File: config.mk
export PLATFORM = sky130hd
export DESIGN_NAME = fixed_mac_requant
export DESIGN_NICKNAME = d
export VERILOG_FILES = /design/src/rtl/fixed_pkg.sv /design/src/rtl/fixed_requant.sv /design/src/rtl/fixed_mac_requant.sv
export SDC_FILE = /design/constraint.sdc
export NUM_CORES = 1
export LEC_CHECK = 0
export CORE_ASPECT_RATIO = 1.75
export CORE_MARGIN = 2
export CORE_UTILIZATION = 57
export CTS_CLUSTER_SIZE = 8
export DETAILED_ROUTE_END_ITERATION = 16
export GPL_TIMING_DRIVEN = 0
export PLACE_DENSITY = 0.81
export SYNTH_ARGS = -nofsm -noshare
export SYNTH_HDL_FRONTEND = slang
export SYNTH_SLANG_ARGS = --single-unit
File: constraint.sdc
create_clock -name clk -period 4.7 [get_ports clk]
set_clock_uncertainty 0.1 [all_clocks]
set_input_delay 0.705 -clock clk [delete_from_list [all_inputs] [get_ports clk]]
set_output_delay 0.705 -clock clk [all_outputs]
set_load 0.005 [all_outputs]
File: src/rtl/fixed_pkg.sv
// Shared fixed-point definitions: default Q format, word typedefs, saturation
// limits and the MAC/requant state encoding.
package fixed_pkg;

  localparam int WIDTH_DEF  = 8;
  localparam int INT_DEF    = 4;
  localparam int FRAC_DEF   = 4;
  localparam int LENGTH_DEF = 4;

  typedef logic signed [WIDTH_DEF-1:0]   q_t;
  typedef logic signed [2*WIDTH_DEF-1:0] prod_t;

  localparam q_t Q_MAX = {1'b0, {(WIDTH_DEF-1){1'b1}}};
  localparam q_t Q_MIN = {1'b1, {(WIDTH_DEF-1){1'b0}}};

  typedef enum logic [0:0] {
    ACCUM = 1'b0,
    HOLD  = 1'b1
  } state_e;

endpackage

File: src/rtl/fixed_requant.sv
// Combinational round-half-up and saturate from a wide Q(2I).(2F) accumulator
// back to a WIDTH-bit Q(I).(F) word.
module fixed_requant #(
  parameter int WIDTH         = 8,
  parameter int FRACTIONWIDTH = 4,
  parameter int ACC_WIDTH     = 19
) (
  input  logic signed [ACC_WIDTH-1:0] sum,
  output logic        [WIDTH-1:0]     out_data,
  output logic                        out_sat
);

  // One guard bit so adding the rounding offset can never wrap.
  localparam int RW = ACC_WIDTH + 1;

  localparam logic signed [RW-1:0] HALF  = {{(RW-1){1'b0}}, 1'b1} << (FRACTIONWIDTH - 1);
  localparam logic signed [RW-1:0] MAX_R = {{(RW-WIDTH+1){1'b0}}, {(WIDTH-1){1'b1}}};
  localparam logic signed [RW-1:0] MIN_R = {{(RW-WIDTH+1){1'b1}}, {(WIDTH-1){1'b0}}};
  localparam logic [WIDTH-1:0]     SAT_HI = {1'b0, {(WIDTH-1){1'b1}}};
  localparam logic [WIDTH-1:0]     SAT_LO = {1'b1, {(WIDTH-1){1'b0}}};

  logic signed [RW-1:0] biased_s;
  logic signed [RW-1:0] rounded_s;

  // Round half-up via offset plus arithmetic shift, then clamp to the word range.
  always_comb begin
    biased_s  = {sum[ACC_WIDTH-1], sum} + HALF;
    rounded_s = biased_s >>> FRACTIONWIDTH;
    out_data  = {WIDTH{1'b0}};
    out_sat   = 1'b0;
    if (rounded_s > MAX_R) begin
      out_data = SAT_HI;
      out_sat  = 1'b1;
    end else if (rounded_s < MIN_R) begin
      out_data = SAT_LO;
      out_sat  = 1'b1;
    end else begin
      out_data = rounded_s[WIDTH-1:0];
      out_sat  = 1'b0;
    end
  end

endmodule

File: src/rtl/fixed_mac_requant.sv
// Accumulates up to LENGTH signed products per vector, then holds the rounded,
// saturated sum on a valid/ready output until the consumer takes it.
module fixed_mac_requant
  import fixed_pkg::*;
#(
  parameter int WIDTH         = WIDTH_DEF,
  parameter int INTEGERWIDTH  = INT_DEF,
  parameter int FRACTIONWIDTH = FRAC_DEF,
  parameter int LENGTH        = LENGTH_DEF
) (
  input  logic               clk,
  input  logic               rst_n,
  input  logic               in_valid,
  output logic               in_ready,
  input  logic [2*WIDTH-1:0] in_product,
  input  logic               in_last,
  output logic               out_valid,
  input  logic               out_ready,
  output logic [WIDTH-1:0]   out_data,
  output logic               out_sat
);

  localparam int ACC_WIDTH = 2*WIDTH + $clog2(LENGTH) + 1;
  localparam int CNT_W     = $clog2(LENGTH + 1);
  localparam logic [CNT_W-1:0] LAST_CNT = CNT_W'(LENGTH - 1);
  // The integer width is authoritative if the three format parameters disagree.
  localparam int FRAC_W = (WIDTH == INTEGERWIDTH + FRACTIONWIDTH) ? FRACTIONWIDTH
                                                                  : WIDTH - INTEGERWIDTH;

  state_e                       state_r;
  state_e                       state_n;
  logic signed [ACC_WIDTH-1:0]  acc_r;
  logic [CNT_W-1:0]             count_r;
  logic [WIDTH-1:0]             out_data_r;
  logic                         out_sat_r;

  logic                         accept_s;
  logic                         last_s;
  logic signed [ACC_WIDTH-1:0]  sum_s;
  logic [WIDTH-1:0]             req_data_s;
  logic                         req_sat_s;

  assign in_ready  = (state_r == ACCUM);
  assign out_valid = (state_r == HOLD);
  assign out_data  = out_data_r;
  assign out_sat   = out_sat_r;

  assign accept_s = in_valid & in_ready;
  assign last_s   = accept_s & (in_last | (count_r == LAST_CNT));
  assign sum_s    = acc_r + {{(ACC_WIDTH-2*WIDTH){in_product[2*WIDTH-1]}}, in_product};

  fixed_requant #(
    .WIDTH         (WIDTH),
    .FRACTIONWIDTH (FRAC_W),
    .ACC_WIDTH     (ACC_WIDTH)
  ) u_requant (
    .sum      (sum_s),
    .out_data (req_data_s),
    .out_sat  (req_sat_s)
  );

  // Next-state: finish a vector on its last beat, release once output is taken.
  always_comb begin
    state_n = state_r;
    case (state_r)
      ACCUM: begin
        if (last_s) state_n = HOLD;
        else        state_n = ACCUM;
      end
      HOLD: begin
        if (out_ready) state_n = ACCUM;
        else           state_n = HOLD;
      end
      default: state_n = ACCUM;
    endcase
  end

  // State, accumulator, beat counter and the registered result word.
  always_ff @(posedge clk or negedge rst_n) begin
    if (!rst_n) begin
      state_r    <= ACCUM;
      acc_r      <= '0;
      count_r    <= '0;
      out_data_r <= '0;
      out_sat_r  <= 1'b0;
    end else begin
      state_r <= state_n;
      if (accept_s) begin
        acc_r   <= sum_s;
        count_r <= count_r + CNT_W'(1);
        if (last_s) begin
          out_data_r <= req_data_s;
          out_sat_r  <= req_sat_s;
        end
      end else if (out_valid && out_ready) begin
        acc_r   <= '0;
        count_r <= '0;
      end
    end
  end

endmodule

==> results of run 1 <==
## critical path: cells and delay by family
family / cells / cell delay [ns]
AOI/OAI and AO/OA: 5 / 1.75
and+or+nand+nor: 4 / 1.36
buffers and inverters: 1 / 0.42
adders and majority gates: 1 / 0.40
## cell usage after synthesis (2+ instances only)
library cell / instances
a211oi_2: 2
o211a_1: 2
nor4_4: 2
or3_1: 2
nand3_1: 5
clkbuf_1: 6
nor2_1: 26
a22o_1: 8
and2_1: 3
buf_2: 3
nand4_1: 5
inv_1: 9
nor2b_1: 7
a211oi_1: 8
nand2_1: 30
o31ai_1: 2
a21boi_0: 2
nand3b_1: 3
xor2_1: 7
a21oi_1: 10
a211o_1: 4
mux2i_1: 2
o31a_2: 2
o2111ai_1: 2
nor3b_1: 2
nand2b_1: 10
a21o_1: 9
o211ai_1: 2
ha_1: 21
a41oi_1: 2
o21ai_0: 28
nor3_1: 7
dfrtp_1: 32
a2111oi_0: 2
xnor2_1: 14
o32ai_1: 7
## kinds of logic after synthesis
logic type	Yosys count	synth area share, %
AND/OR/NAND/NOR	116	22.4
AO/OA/AOI/OAI	114	29.8
flip-flops	32	27.6
XOR/XNOR	22	6.91
adder cells (fa/ha/maj)	22	9.76
buffers and inverters	19	2.85
multiplexers	2	0.691
## flip-flops by register name, indices dropped and copies added, names as in the netlist
| register | count |
|---|---|
| acc_r | 19 |
| out_valid | 1 |
| out_data | 8 |
| count_r | 3 |
| out_sat | 1 |
## what timing repair did
item                       CTS  global route
setup buffers                4             3
pin swaps                    2             6
setup endpoints to repair    8             8
gates resized for setup      2             7
## worst min-delay path by stage
stage                                       start                      end  cells past startpoint
after floorplan                             rst_n     acc_r[0]$_DFFE_PN0P_                      0
after global placement    out_data[7]$_DFFE_PN0P_  out_data[7]$_DFFE_PN0P_                      1
after detailed placement  out_data[7]$_DFFE_PN0P_  out_data[7]$_DFFE_PN0P_                      1
after CTS                 out_data[7]$_DFFE_PN0P_  out_data[7]$_DFFE_PN0P_                      1
after global routing      out_data[7]$_DFFE_PN0P_  out_data[7]$_DFFE_PN0P_                      1
final                                       rst_n    acc_r[13]$_DFFE_PN0P_                      1
## power by group
group	internal, mW	total, mW	leakage, nW	switching, mW
clock network	0.101	0.210	0.0410	0.109
logic	0.822	1.93	1.03	1.11
registers	0.393	0.467	0.379	0.0734
## final cells by class
cell class	instances	area [um2]
clock buffer	6	72.6
sequential	32	801
clock inverter	1	5.00
tap	54	67.6
multi-input combinational	276	2060
timing repair buffer	38	358
fill	397	1490
inverter	9	33.8
buffer	10	48.8
## metal layers
metal,wire [um],global-route usage [%]
met3,314,4.37
met2,3950,47.5
met4,410,17.0
met1,3170,35.3
met5,0,0
## through the flow
stage	area [um2]	cells	setup slack, ns	setup TNS (ns)
final	3450	426	0.135	0
after detailed placement	3270	412	-0.456	-3.66
after floorplan	2900	327	0.571	0
after global placement	3280	412	-0.299	-2.26
after CTS	3390	423	0.0485	0
after global routing	3450	426	-0.0582	-0.328
==> metrics.log, run 1 <==
[metrics] detailed-route wire length per cell: ~18 um
[metrics] reg-to-reg slack, setup: 0.61 ns
[metrics] number of storage elements in the synthesis netlist: 32
[metrics] most common cell after layout, fill and taps aside: dfrtp_1
[metrics] Worst Setup EP: out_sat$_DFFE_PN0P_
[metrics] number of hold-slack violations in the final timing report: 0
[metrics] routed via count: about 2800
[metrics] top library cells by usage in the layout, fill and taps aside: 32 x dfrtp_1, 30 x nand2_1, 30 x clkdlybuf4s50_1, 28 x o21ai_0, 26 x nor2_1
[metrics] most used flip-flop cell after synthesis: dfrtp_1
[metrics] Cell Area, Synth: 0.00290 mm2
[metrics] count of hold-fix buffers inserted at cts: 0
[metrics] routed vias/inst: 6.52
[metrics] cell leakage power: 1.45 nW
[metrics] crit-path cells: clkdlybuf4s50_1, ha_1, a21oi_1, nand2_1, o21ai_0, a31oi_1, o31ai_1, nor4_2, nor3_1, nand2b_1, o2bb2ai_1
[metrics] worst hold margin: ~0.38 ns
[metrics] number of enable-type register cells in the synthesized netlist: 0
[metrics] Register-to-Register Path Depth: 10
[metrics] Critical path origin: in_product[4]
[metrics] CTS tree: done
[metrics] maximum number of pins on one net before global-route repair: 33
[metrics] Post-Syn Area per Cell: 8.86 um2
[metrics] Area contributors post-synth: dfrtp_1 28%, ha_1 9.1%, o21ai_0 4.8%, xnor2_1 4.2%, nand2_1 3.9%
[metrics] highest fanout seen on the critical path: 9
[metrics] Clock Pin Slew Worst Setup and Hold Paths: 0.08 ns
[metrics] Synth area leader: dfrtp_1
[metrics] highest-delay cell along the critical path: nor3_1
[metrics] upper clock frequency limit: 219 MHz
[metrics] Die ar.: around 0.0057 mm2
[metrics] fraction of synthesis flops using an asynchronous set or reset pin: 100%
[metrics] final HPWL from detailed placement: 5590 um
[metrics] layout cell share with drive strength beyond 1: 12.4%
[metrics] post-route total power: approximately 2.6 mW
[metrics] sequential share of the synthesized area: approximately 28%
[metrics] max-cap violations: 0
[metrics] Std-Cell Rows: 34
[metrics] TritonCTS Buffers: 5
[metrics] final cell utilization of the core: 69.9%
[metrics] routability congestion estimate: roughly 0.9
[metrics] Iteration-0 DRC Markers: 148
[metrics] number of nets in the final layout: 415
[metrics] number of setup violations in the final report: 0
[metrics] Setup Crit Path Kind: in -> reg
[metrics] worst slew slack as a fraction of its limit: 29.5%
[metrics] class of the tightest hold or removal check: in -> async
[metrics] routed wire length: 7840 um
[metrics] worst-margin pin slew: 1.05 ns
[metrics] period utilization: 97.1%
[metrics] sort of element at the start of the critical path: input port
[metrics] Clk Latency, worst-skew pair: roughly 0.30 ns
[metrics] clk sink count: 32
[metrics] yosys synthesis warning count: 0
[metrics] data required time of the critical path: 4.77 ns
[metrics] Area growth, synth to finish: 19.0%
[metrics] count of final max-slew check failures: 0
[metrics] run status: finished, final reports clean
[metrics] share of the synthesized area in the top cell type: roughly 28%
[metrics] Antenna Cells: 0
[metrics] via count of the first global-routing pass: 2761
[metrics] clock tree root driver cell: clkbuf_8
[metrics] count of input and output buffers: 31
[metrics] gate count after technology mapping: roughly 330
[metrics] number of detailed-routing iterations run before antenna repair: 4
[metrics] maximum ir drop on the vdd rail: between 400 and 500 uV
[metrics] DRC: 0
[metrics] count of unique library cells instantiated by Yosys: 75
[metrics] post-route antenna net violation count: 0
[metrics] post-route minimum period: around 4.6 ns
[metrics] Longest Clk Path Bufs: 2
[metrics] critical path capture point type: register
[metrics] first-pass GRT wire length: 13000 um
[metrics] Congestion Overflow GR: 0
[metrics] overall routing resource usage: 29.1%
[metrics] H-tree depth: 2
[metrics] endpoint of the worst register-to-register path: out_sat$_DFFE_PN0P_
[metrics] Worst R2R Start: acc_r[4]$_DFFE_PN0P_
[metrics] ratio of total power to cell area: 756 mW/mm2
[metrics] die height: 98.3 um
[metrics] I/O pins: 32
[metrics] syn nets: 370
[metrics] number of antenna violations at the first check in global routing: 0
[metrics] effective utilization at floorplan: about three fifths
[metrics] CP max stage delay: 0.83 ns
[metrics] Core Footprint: 0.00493 mm2
[metrics] WP data arrival: around 4.6 ns
[metrics] die width: 57.9 um
(Power assumes the default switching activity.)
==> run 2: changes to the inputs <==
CORE_UTILIZATION = 30   (was 57)
GPL_TIMING_DRIVEN = 1   (was 0)
PLACE_DENSITY = 0.48   (was 0.81)
SKIP_LAST_GASP = 1   (was not set)
==> run 2 against run 1 <==
Effect of this change:
- global-route usage down 12 points
- hold slack better by 0.0064 ns
- sequential power about the same
==> metrics.log, run 2 (same netlist as run 1, synthesis figures left out) <==
[metrics] max-cap violations: 0 (unchanged)
[metrics] most common cell after layout, fill and taps aside: dfrtp_1 (unchanged)
[metrics] WP data arrival: 4.45 ns (was 4.64 ns)
[metrics] period utilization: 93.5% (was 97.1%)
[metrics] critical path capture point type: register (unchanged)
[metrics] Congestion Overflow GR: 0 (unchanged)
[metrics] post-route minimum period: 4.40 ns (was 4.57 ns)
[metrics] routed vias/inst: 5.37 (was 6.52)
[metrics] worst-margin pin slew: 0.787 ns (was 1.05 ns)
[metrics] pre-CTS setup slack: -0.0244 ns (was -0.456 ns)
[metrics] H-tree depth: 2 (unchanged)
[metrics] Post-Layout Inst Area: 0.00366 mm2 (was 0.00345 mm2)
[metrics] unrepaired setup endpoints after global routing: no
[metrics] Core Footprint: 0.00941 mm2 (was 0.00493 mm2)
[metrics] Area growth, synth to finish: 26.2% (was 19.0%)
[metrics] ratio of total power to cell area: 764 mW/mm2 (was 756 mW/mm2)
[metrics] Filler cells: 1012 (was 397)
[metrics] routability congestion estimate: 0.817 (was 0.881)
[metrics] Setup Crit Path Kind: in -> reg (unchanged)
[metrics] worst hold margin: 0.382 ns (was 0.375 ns)
[metrics] final critical-path setup slack: 0.304 ns (was 0.135 ns)
[metrics] Clock Pin Slew Worst Setup and Hold Paths: 0.06 ns (was 0.08 ns)
[metrics] post-route total power: 2.79 mW (was 2.60 mW)
[metrics] cell leakage power: 1.54 nW (was 1.45 nW)
[metrics] effective utilization at floorplan: 30.8% (was 58.7%)
[metrics] clock tree root driver cell: clkbuf_16 (was clkbuf_8)
[metrics] maximum ir drop on the vdd rail: 235 uV (was 452 uV)
[metrics] count of input and output buffers: 31 (unchanged)
[metrics] DRC: 0 (unchanged)
[metrics] count of hold-fix buffers inserted at cts: 0 (unchanged)
[metrics] Antenna Cells: 0 (unchanged)
[metrics] worst slew slack as a fraction of its limit: 47.3% (was 29.5%)
[metrics] total cell area at the placement stage: 0.00349 mm2 (was 0.00327 mm2)
[metrics] CTS tree: done (unchanged)
[metrics] die height: 134 um (was 98.3 um)
[metrics] overall routing resource usage: 17.5% (was 29.1%)
[metrics] maximum number of pins on one net before global-route repair: 33 (unchanged)
[metrics] Iteration-0 DRC Markers: 183 (was 148)
[metrics] final HPWL from detailed placement: 6450 um (was 5590 um)
[metrics] Worst Setup EP: out_data[2]$_DFFE_PN0P_ (was out_sat$_DFFE_PN0P_)
[metrics] Register-to-Register Path Depth: 17 (was 10)
[metrics] # resized after CTS: 0 (was 2)
[metrics] final cell utilization of the core: 38.9% (was 69.9%)
[metrics] reg-to-reg slack, setup: 0.85 ns (was 0.61 ns)
[metrics] I/O pins: 32 (unchanged)
[metrics] number of detailed-routing iterations run before antenna repair: 4 (unchanged)
[metrics] endpoint of the worst register-to-register path: out_data[2]$_DFFE_PN0P_ (was out_sat$_DFFE_PN0P_)
[metrics] clk sink count: 32 (unchanged)
[metrics] count of final max-slew check failures: 0 (unchanged)
[metrics] Longest Clk Path Bufs: 2 (unchanged)
[metrics] Worst R2R Start: acc_r[0]$_DFFE_PN0P_ (was acc_r[4]$_DFFE_PN0P_)
[metrics] number of setup violations in the final report: 0 (unchanged)
[metrics] Std-Cell Rows: 47 (was 34)
[metrics] layout cell share with drive strength beyond 1: 14.7% (was 12.4%)
[metrics] Clk Latency, worst-skew pair: 0.28 ns (was 0.30 ns)
[metrics] number of antenna violations at the first check in global routing: 0 (unchanged)
[metrics] first-pass GRT wire length: 14300 um (was 13000 um)
[metrics] number of nets in the final layout: 424 (was 415)
[metrics] cell depth of the worst hold path: 2
[metrics] via count of the first global-routing pass: 2779 (was 2761)
[metrics] run status: finished, final reports clean (unchanged)
[metrics] detailed-route wire length per cell: 17.0 um (was 18.4 um)
[metrics] TritonCTS Buffers: 5 (unchanged)
[metrics] routed wire length: 8560 um (was 7840 um)
[metrics] Die ar.: 0.0105 mm2 (was 0.00569 mm2)
[metrics] class of the tightest hold or removal check: reg -> reg (was in -> async)
[metrics] number of flip-flops under the largest register name: 19 (unchanged)
[metrics] highest fanout seen on the critical path: 8 (was 9)
[metrics] largest register by flop count: acc_r (unchanged)
[metrics] data required time of the critical path: 4.75 ns (was 4.77 ns)
[metrics] upper clock frequency limit: 227 MHz (was 219 MHz)
[metrics] routed via count: 2705 (was 2778)
[metrics] top library cells by usage in the layout, fill and taps aside: 32 x dfrtp_1, 31 x clkdlybuf4s50_1, 30 x nand2_1, 28 x o21ai_0 (was 32 x dfrtp_1, 30 x nand2_1, 30 x clkdlybuf4s50_1, 28 x o21ai_0, 26 x nor2_1)
[metrics] post-route antenna net violation count: 0 (unchanged)
[metrics] sort of element at the start of the critical path: input port (unchanged)
[metrics] number of hold-slack violations in the final timing report: 0 (unchanged)
[metrics] die width: 78.3 um (was 57.9 um)
[metrics] Critical path origin: in_product[0] (was in_product[4])
-- run 2: cell count changes in the layout (fill, tap and decap cells not counted), sizes merged --
cell           change
clkdlybuf4s50      +1
buf               +14
clkbuf             -6
clkinv             +1
-- run 2: metrics by stage --
stage | setup TNS [ns] | std cells
after detailed placement | -0.0992 | 494
after global routing | 0 | 504
final | 0 | 504
after global placement | 0 | 494
after CTS | 0 | 502
after floorplan | 0 | 327
-- run 2: worst min-delay path by stage --
| stage | from | to |
|---|---|---|
| after CTS | count_r[2]$_DFFE_PN0P_ | count_r[2]$_DFFE_PN0P_ |
| final | count_r[2]$_DFFE_PN0P_ | count_r[2]$_DFFE_PN0P_ |
| after detailed placement | count_r[2]$_DFFE_PN0P_ | count_r[2]$_DFFE_PN0P_ |
| after global placement | count_r[2]$_DFFE_PN0P_ | count_r[2]$_DFFE_PN0P_ |
| after global routing | acc_r[15]$_DFFE_PN0P_ | acc_r[15]$_DFFE_PN0P_ |
| after floorplan | rst_n | acc_r[0]$_DFFE_PN0P_ |
-- run 2: layout make-up --
cell class / instances / area [um2] / share of cell area, %
inverters: 9 / 33.8 / 0.924
repair buffers: 57 / 505 / 13.8
flip-flops and latches: 32 / 801 / 21.9
well taps: 122 / 153 / 4.18
multi-input cells: 276 / 2010 / 55.1
clock buffers: 6 / 139 / 3.80
clock inverters: 2 / 10.0 / 0.274
-- run 2: routing by layer --
layer / share of wire (%) / vias to the layer above / global-route usage, %
met4: 3.1 / 0 / 7.60
li1: - / 1345 / -
met2: 53 / 65 / 31.5
met5: 0 / - / 0
met3: 3.6 / 20 / 3.03
met1: 40 / 1275 / 19.9
-- run 2: power by group --
part	switching, mW	leakage, nW	internal [mW]
Combinational	1.10	1.08	0.890
Sequential	0.0699	0.379	0.394
Clock	0.128	0.0766	0.209
Total	1.30	1.54	1.49
-- run 2: what timing repair did --
item | CTS | global route
endpoints found under the hold margin | 0 | 0
endpoints found under the setup margin | 0 | 6
setup buffers | 0 | 2
-- run 2: critical path, stage by stage --
cell	delay (ns)
clkdlybuf4s50_1	0.46
ha_1	0.16
inv_1	0.05
fa_1	0.39
nand2b_1	0.21
a21oi_1	0.17
xor2_1	0.21
ha_1	0.22
nand2b_1	0.06
a21oi_1	0.11
o211ai_1	0.18
nor4_4	0.24
buf_4	0.19
nand3_4	0.07
xnor2_1	0.14
or4_4	0.52
a21oi_4	0.24
o32ai_1	0.14
